==> src/rtl/tff_count_pkg.sv <==
`default_nettype none
// +----------------------------------------------------------------------+
// | Module   : tff_count_pkg                                             |
// | Purpose  : Shared constants for the T-FF counter controller:         |
// |            default bank width and controller state encoding.         |
// | Revision : 1.0 - initial release                                     |
// +----------------------------------------------------------------------+
package tff_count_pkg;

   // Default number of T flip-flops in the bank.
   localparam int c_WIDTH = 4;

   // Controller state encoding.
   localparam logic [1:0] c_IDLE = 2'd0;
   localparam logic [1:0] c_LOAD = 2'd1;
   localparam logic [1:0] c_RUN  = 2'd2;
   localparam logic [1:0] c_DONE = 2'd3;

endpackage
`default_nettype wire

==> src/rtl/tff_count_ctrl_if.sv <==
`default_nettype none
// +----------------------------------------------------------------------+
// | Module   : tff_count_ctrl_if                                         |
// | Purpose  : Command/status bundle between higher-level control and    |
// |            the T-FF counter controller.                              |
// | Ports    : master drives start/dir/limit/pause/abort and observes    |
// |            count/toggle/busy/done; slave is the controller side.     |
// | Revision : 1.0 - initial release                                     |
// +----------------------------------------------------------------------+
interface tff_count_ctrl_if
   import tff_count_pkg::*;
#(
   parameter int WIDTH = c_WIDTH
);
   logic             start;
   logic             dir;
   logic [WIDTH-1:0] limit;
   logic             pause;
   logic             abort;
   logic [WIDTH-1:0] count;
   logic [WIDTH-1:0] toggle;
   logic             busy;
   logic             done;

   modport master (
      output start, dir, limit, pause, abort,
      input  count, toggle, busy, done
   );

   modport slave (
      input  start, dir, limit, pause, abort,
      output count, toggle, busy, done
   );
endinterface
`default_nettype wire

==> src/rtl/t_ff.sv <==
`default_nettype none
// +----------------------------------------------------------------------+
// | Module   : t_ff                                                      |
// | Purpose  : Single toggle flip-flop with synchronous active-high      |
// |            reset.                                                    |
// | Ports    : clk, reset, t (toggle enable), q (state).                 |
// | Revision : 1.0 - initial release                                     |
// +----------------------------------------------------------------------+
module t_ff (
   input  wire logic clk,
   input  wire logic reset,
   input  wire logic t,
   output logic      q
);
   logic r_q;

   always_ff @(posedge clk) begin
      if (reset) begin
         r_q <= 1'b0;
      end else if (t) begin
         r_q <= ~r_q;
      end
   end

   assign q = r_q;
endmodule
`default_nettype wire

==> src/rtl/tff_bank.sv <==
`default_nettype none
// +----------------------------------------------------------------------+
// | Module   : tff_bank                                                  |
// | Purpose  : WIDTH independent T flip-flops sharing clock and reset.   |
// | Ports    : clk, reset, t[WIDTH-1:0] toggle inputs,                   |
// |            q[WIDTH-1:0] bank state.                                  |
// | Revision : 1.0 - initial release                                     |
// +----------------------------------------------------------------------+
module tff_bank
   import tff_count_pkg::*;
#(
   parameter int WIDTH = c_WIDTH
) (
   input  wire logic             clk,
   input  wire logic             reset,
   input  wire logic [WIDTH-1:0] t,
   output logic      [WIDTH-1:0] q
);
   for (genvar i = 0; i < WIDTH; i++) begin : g_bit
      t_ff u_tff (
         .clk   (clk),
         .reset (reset),
         .t     (t[i]),
         .q     (q[i])
      );
   end
endmodule
`default_nettype wire

==> src/rtl/tff_count_ctrl.sv <==
`default_nettype none
// +----------------------------------------------------------------------+
// | Module   : tff_count_ctrl                                            |
// | Purpose  : Sequencing controller for a bank of T flip-flops. A start |
// |            request loads an initial value, then the bank counts up   |
// |            to limit or down to zero, with pause and abort support.   |
// | Ports    : clk, reset (sync, active-high),                           |
// |            bus (slave): start/dir/limit/pause/abort in,              |
// |                         count/toggle/busy/done out.                  |
// | Revision : 1.0 - initial release                                     |
// +----------------------------------------------------------------------+
module tff_count_ctrl
   import tff_count_pkg::*;
#(
   parameter int WIDTH = c_WIDTH
) (
   input wire logic        clk,
   input wire logic        reset,
   tff_count_ctrl_if.slave bus
);
   logic [1:0]       r_state;
   logic [1:0]       w_next_state;
   logic             r_dir;
   logic [WIDTH-1:0] r_init;
   logic [WIDTH-1:0] r_target;

   logic [WIDTH-1:0] w_count;
   logic [WIDTH-1:0] w_toggle;
   logic [WIDTH-1:0] w_up_t;
   logic [WIDTH-1:0] w_dn_t;
   logic             w_at_target;
   logic             w_busy;
   logic             w_done;

   // ---------------------------------------------------------------
   // Operation parameters, captured only when a start is accepted.
   // ---------------------------------------------------------------
   always_ff @(posedge clk) begin
      if (reset) begin
         r_dir    <= 1'b0;
         r_init   <= '0;
         r_target <= '0;
      end else if ((r_state == c_IDLE) && bus.start) begin
         r_dir    <= bus.dir;
         r_init   <= bus.dir ? bus.limit : '0;
         r_target <= bus.dir ? '0 : bus.limit;
      end
   end

   // ---------------------------------------------------------------
   // State register
   // ---------------------------------------------------------------
   always_ff @(posedge clk) begin
      if (reset) begin
         r_state <= c_IDLE;
      end else begin
         r_state <= w_next_state;
      end
   end

   assign w_at_target = (w_count == r_target);

   // ---------------------------------------------------------------
   // Next-state logic. In RUN, abort cancels even when the target has
   // just been reached, so an aborted operation never reports done.
   // ---------------------------------------------------------------
   always_comb begin
      w_next_state = r_state;
      case (r_state)
         c_IDLE: if (bus.start) w_next_state = c_LOAD;
         c_LOAD: w_next_state = bus.abort ? c_IDLE : c_RUN;
         c_RUN: begin
            if (bus.abort) begin
               w_next_state = c_IDLE;
            end else if (w_at_target) begin
               w_next_state = c_DONE;
            end
         end
         c_DONE:  w_next_state = c_IDLE;
         default: w_next_state = c_IDLE;
      endcase
   end

   // ---------------------------------------------------------------
   // Ripple toggle patterns: bit i flips when all lower bits are 1
   // (increment) or all lower bits are 0 (decrement).
   // ---------------------------------------------------------------
   assign w_up_t[0] = 1'b1;
   assign w_dn_t[0] = 1'b1;

   for (genvar i = 1; i < WIDTH; i++) begin : g_step
      assign w_up_t[i] = &w_count[i-1:0];
      assign w_dn_t[i] = &(~w_count[i-1:0]);
   end

   // ---------------------------------------------------------------
   // Output logic. In LOAD the toggle vector is the XOR difference,
   // so the bank lands on the initial value in a single edge.
   // ---------------------------------------------------------------
   always_comb begin
      w_toggle = '0;
      w_busy   = 1'b0;
      w_done   = 1'b0;
      case (r_state)
         c_LOAD: begin
            w_busy = 1'b1;
            if (!bus.abort) begin
               w_toggle = w_count ^ r_init;
            end
         end
         c_RUN: begin
            w_busy = 1'b1;
            if (!bus.abort && !w_at_target && !bus.pause) begin
               w_toggle = r_dir ? w_dn_t : w_up_t;
            end
         end
         c_DONE: begin
            w_done = 1'b1;
         end
         default: begin
            w_toggle = '0;
         end
      endcase
   end

   tff_bank #(
      .WIDTH (WIDTH)
   ) u_bank (
      .clk   (clk),
      .reset (reset),
      .t     (w_toggle),
      .q     (w_count)
   );

   assign bus.count  = w_count;
   assign bus.toggle = w_toggle;
   assign bus.busy   = w_busy;
   assign bus.done   = w_done;
endmodule
`default_nettype wire

==> src/flat_wrapper.sv <==
// flat-port wrapper written by rule: the top's interface ports become plain ports
module tff_count_ctrl_flat import tff_count_pkg::*;
#(
   parameter int WIDTH = c_WIDTH
)
  (clk, reset, bus_start, bus_dir, bus_limit, bus_pause, bus_abort, bus_count, bus_toggle, bus_busy, bus_done);
  tff_count_ctrl_if #(.WIDTH(WIDTH)) bus_i ();
  input wire logic clk;
  input wire logic reset;
  input wire logic [$bits(bus_i.start)-1:0] bus_start;
  input wire logic [$bits(bus_i.dir)-1:0] bus_dir;
  input wire logic [$bits(bus_i.limit)-1:0] bus_limit;
  input wire logic [$bits(bus_i.pause)-1:0] bus_pause;
  input wire logic [$bits(bus_i.abort)-1:0] bus_abort;
  output wire logic [$bits(bus_i.count)-1:0] bus_count;
  output wire logic [$bits(bus_i.toggle)-1:0] bus_toggle;
  output wire logic [$bits(bus_i.busy)-1:0] bus_busy;
  output wire logic [$bits(bus_i.done)-1:0] bus_done;
  assign bus_i.start = bus_start;
  assign bus_i.dir = bus_dir;
  assign bus_i.limit = bus_limit;
  assign bus_i.pause = bus_pause;
  assign bus_i.abort = bus_abort;
  assign bus_count = bus_i.count;
  assign bus_toggle = bus_i.toggle;
  assign bus_busy = bus_i.busy;
  assign bus_done = bus_i.done;
  tff_count_ctrl #(.WIDTH(WIDTH)) u_core (.clk(clk), .reset(reset), .bus(bus_i));
endmodule
==> config.mk <==
export PLATFORM = sky130hd
export DESIGN_NAME = tff_count_ctrl_flat
export DESIGN_NICKNAME = d
export VERILOG_FILES = /design/src/rtl/tff_count_pkg.sv /design/src/rtl/tff_count_ctrl_if.sv /design/src/rtl/t_ff.sv /design/src/rtl/tff_bank.sv /design/src/rtl/tff_count_ctrl.sv /design/src/flat_wrapper.sv
export SDC_FILE = /design/constraint.sdc
export NUM_CORES = 1
export LEC_CHECK = 0
export BUFFER_PORTS_ARGS = -buffer_cell sky130_fd_sc_hd__buf_2
export CAP_MARGIN = 25
export CORE_MARGIN = 2
export CORE_UTILIZATION = 49
export CTS_BUF_LIST = sky130_fd_sc_hd__clkbuf_4
export DETAILED_ROUTE_END_ITERATION = 7
export MAX_ROUTING_LAYER = met4
export PLACE_DENSITY = 0.73
export SLEW_MARGIN = 20
export SYNTH_ARGS = -nofsm -noshare
export SYNTH_HDL_FRONTEND = slang
export SYNTH_HIERARCHICAL = 1
export SYNTH_SLANG_ARGS = --single-unit
==> constraint.sdc <==
create_clock -name clk -period 2 [get_ports clk]
set_input_delay 0.5 -clock clk [delete_from_list [all_inputs] [get_ports clk]]
set_output_delay 0.5 -clock clk [all_outputs]
set_load 0.1 [all_outputs]
==> key figures <==
Floorplan
  • Die width: 45.7 um
  • Initial core utilization: 0.509
  • Core footprint: 1670 um^2
  • Die Area: 2090 um^2
  • I/O pin count: 20
  • Die height: 45.7 um
  • Row count: 15

Worst setup path
  • R2R Setup Slk: 0.15 ns
  • Worst-path fanout max: 4
  • Crit Path Category: flop to output port
  • Critical R2R Capture: u_core/r_state[1]
  • Worst R2R Path Depth: 9
  • Startpoint Class: flop
  • Critical Path Sink Type: output port
  • RR Startpoint: u_core/r_state[0]
  • Worst Setup EP: bus_toggle[3]
  • WP data arrival: 1.78 ns
  • WP data required: 1.50 ns
  • Setup crit start: u_core/r_state[0]

Layout
  • Layout cells sized above 1: 0.493
  • Seq. cell area: 318 um^2
  • Fin area: 1310 um^2
  • Synth-to-layout area growth: 54.0%
  • Area of the multi-input gates: 616 um^2
  • Layout Cells excl Fill: 153
  • ANT cells: 0
  • Final Util: 0.784
  • Final nets: 152
  • Fill cell count: 110

Synth
  • Most numerous cell in the Yosys netlist: dfxtp_1
  • Synth area leaders: dfxtp_1 35%, xnor2_1 12%, ha_1 7.4%
  • Synth warn: 6
  • Area fraction of the dominant cell type after synthesis: 0.353
  • Asr flop ratio synth: 0
  • Main synth FF type: dfxtp_1
  • Largest area contributor in the netlist: dfxtp_1
  • Syn Nets: 113
  • Mapped Cells: 98
  • Post-synthesis sequential area ratio: 0.353
  • EDFF count, synth: 0
  • Synth cell count leaders: 15 x dfxtp_1, 12 x xnor2_1, 11 x a21oi_1, 11 x nand2_1, 7 x nor2_1
  • Syn avg cell area: 8.68 um^2
  • Yosys cell types: 26
  • #FFs+latches synth: 15
  • Cell Area, Synth: 851 um^2

Drt
  • Post-route ant nets: 0
  • Via total after detailed routing: 813
  • Routed WL: 2160 um
  • Post-DR vias/cell: 5.31
  • Wirelength per Cell: 14.1 um
  • Drt first pass iters: 4
  • DRT iter0 DRCs: 12
  • DR DRC count: 0

Clock network
  • Hold-fix buffers, CTS: 0
  • # clock sinks: 15
  • Root buf cell: clkbuf_4
  • CTS tree: yes
  • Worst-path clk slew: 0.09 ns
  • Htree depth: 1
  • Clock Latency Late Sink: 0.29 ns
  • Clock buffer depth: 2
  • Num CTS Buffers: 3

Pwr
  • Peak supply drop: 342 uV
  • Pwr/cell area: 535 nW/um^2
  • Leakage power: 0.000512 uW

Global route
  • Remaining Overflow, GRT: 0
  • Initial antenna violation count: 0
  • First-pass GRT wire length: 3190 um
  • Number of global-route vias before repair: 719
  • Overall global routing resource usage: 0.229
  • Largest net degree at the start of global routing: 16

Outcome
  • Status: finished, violations left
  • Failing checks: setup timing

STA
  • RSZ-0062 raised after global routing: true
  • Max frequency: 438 MHz
  • Final Hold Fails: 0
  • Slew headroom: 0.674
  • Final critical-path share of the clock period: 1.14
  • Post-layout min period: 2.28 ns
  • Max Clock Skew: 0.00167 ns
  • Least-Margin Pin Slew: 0.492 ns
  • PnR worst setup slack: -0.282 ns
  • Max-slew violations: 0
  • Setup violations, final: 5

Job
  • Max_cap viols: 0

Place
  • Number of buffers added on ports: 19
  • Pre-CTS WS: -0.167 ns
  • Placed cell areas: 1150 um^2
  • RD Place Congestion: 0.772
  • Dpl hpwl: 1450 um
  • Post-Place Cells: 139

Min path
  • Hold crit path type: flop to flop
[power breakdown]
part	leakage, uW	switching (uW)	internal [uW]
logic	0.000368	111	94.4
registers	0.000126	10.6	306
clock network	0.0000177	104	74.3
[how the worst min path moves through the flow]
stage / end / start / cells after the start / slack [ns]
6_report: u_core/r_init[1] / u_core/r_init[1] / 2 / 0.48
5_1_grt: u_core/r_target[3] / bus_limit[3] / 3 / 0.48
4_1_cts: u_core/r_init[1] / bus_limit[1] / 3 / 0.47
3_5_place_dp: u_core/r_init[0] / u_core/r_init[0] / 2 / 0.47
3_3_place_gp: u_core/r_init[1] / u_core/r_init[1] / 2 / 0.45
2_1_floorplan: u_core/r_init[0] / u_core/r_init[0] / 2 / 0.44
[critical path, cell delays in order (launching register included)]
cell      delay [ns]
dfxtp_2         0.33
inv_2           0.06
ha_4            0.14
nand2b_4        0.05
or2_4           0.25
o32ai_2         0.28
and2_4          0.20
buf_12          0.17
[flip-flops by register name, summed over array words and instances, names as in the netlist]
name,count
u_core/r_init,4
u_core/r_dir,1
u_core/u_bank/g_bit.u_tff/q,4
u_core/r_state,2
u_core/r_target,4
[repair_timing]
action	in CTS	in global routing
setup endpoints to repair	4	4
pin swaps	8	9
gates resized for setup	10	3
buffers inserted	4	6
[routing by layer]
layer  global-route usage  part of all wire  vias to the layer above
met5                    -                 0                        -
met4                0.147             0.019                        0
met3               0.0238             0.025                        4
met2                0.366              0.52                       17
met1                0.271              0.44                      381
li1                     -                 -                      411
[layout make-up]
cell class | instances | area share
Multi-Input combinational cell | 77 | 0.470
Sequential cell | 15 | 0.243
Timing Repair Buffer | 37 | 0.242
Clock buffer | 3 | 0.0172
Tap cell | 17 | 0.0162
Inverter | 3 | 0.00860
Clock inverter | 1 | 0.00382
[per-stage QoR]
stage / power (uW) / setup TNS (ns) / hold slack [ns]
finish: 701 / -1.10 / 0.476
detailed placement: 492 / -0.440 / 0.465
global placement: 488 / -0.357 / 0.453
CTS: 691 / -1.10 / 0.469
global route: 736 / -1.36 / 0.485
floorplan: 440 / -0.0678 / 0.444
[cell usage in the layout (no fill, tap or decap), drive strengths merged, types with 2 or more instances in the layout]
master	netlist	layout
a21oi	11	11
nand3	4	4
o32ai	3	3
or2	2	2
and2	5	5
nand2b	2	2
nor2	7	7
buf	1	37
ha	5	5
nand3b	4	4
inv	3	3
dfxtp	15	15
clkbuf	2	3
nand2	11	11
xnor2	13	13
[cells by family (layout without fill, tap and decap cells)]
group | Yosys count | count (layout) | synth area share
AND/OR/NAND/NOR | 40 | 40 | 0.259
AO/OA/AOI/OAI | 19 | 19 | 0.137
flip-flops | 15 | 15 | 0.353
XOR/XNOR | 13 | 13 | 0.143
buffers and inverters | 6 | 44 | 0.0353
adder cells (fa/ha/maj) | 5 | 5 | 0.0735
Power figures use the tool's default switching activity.
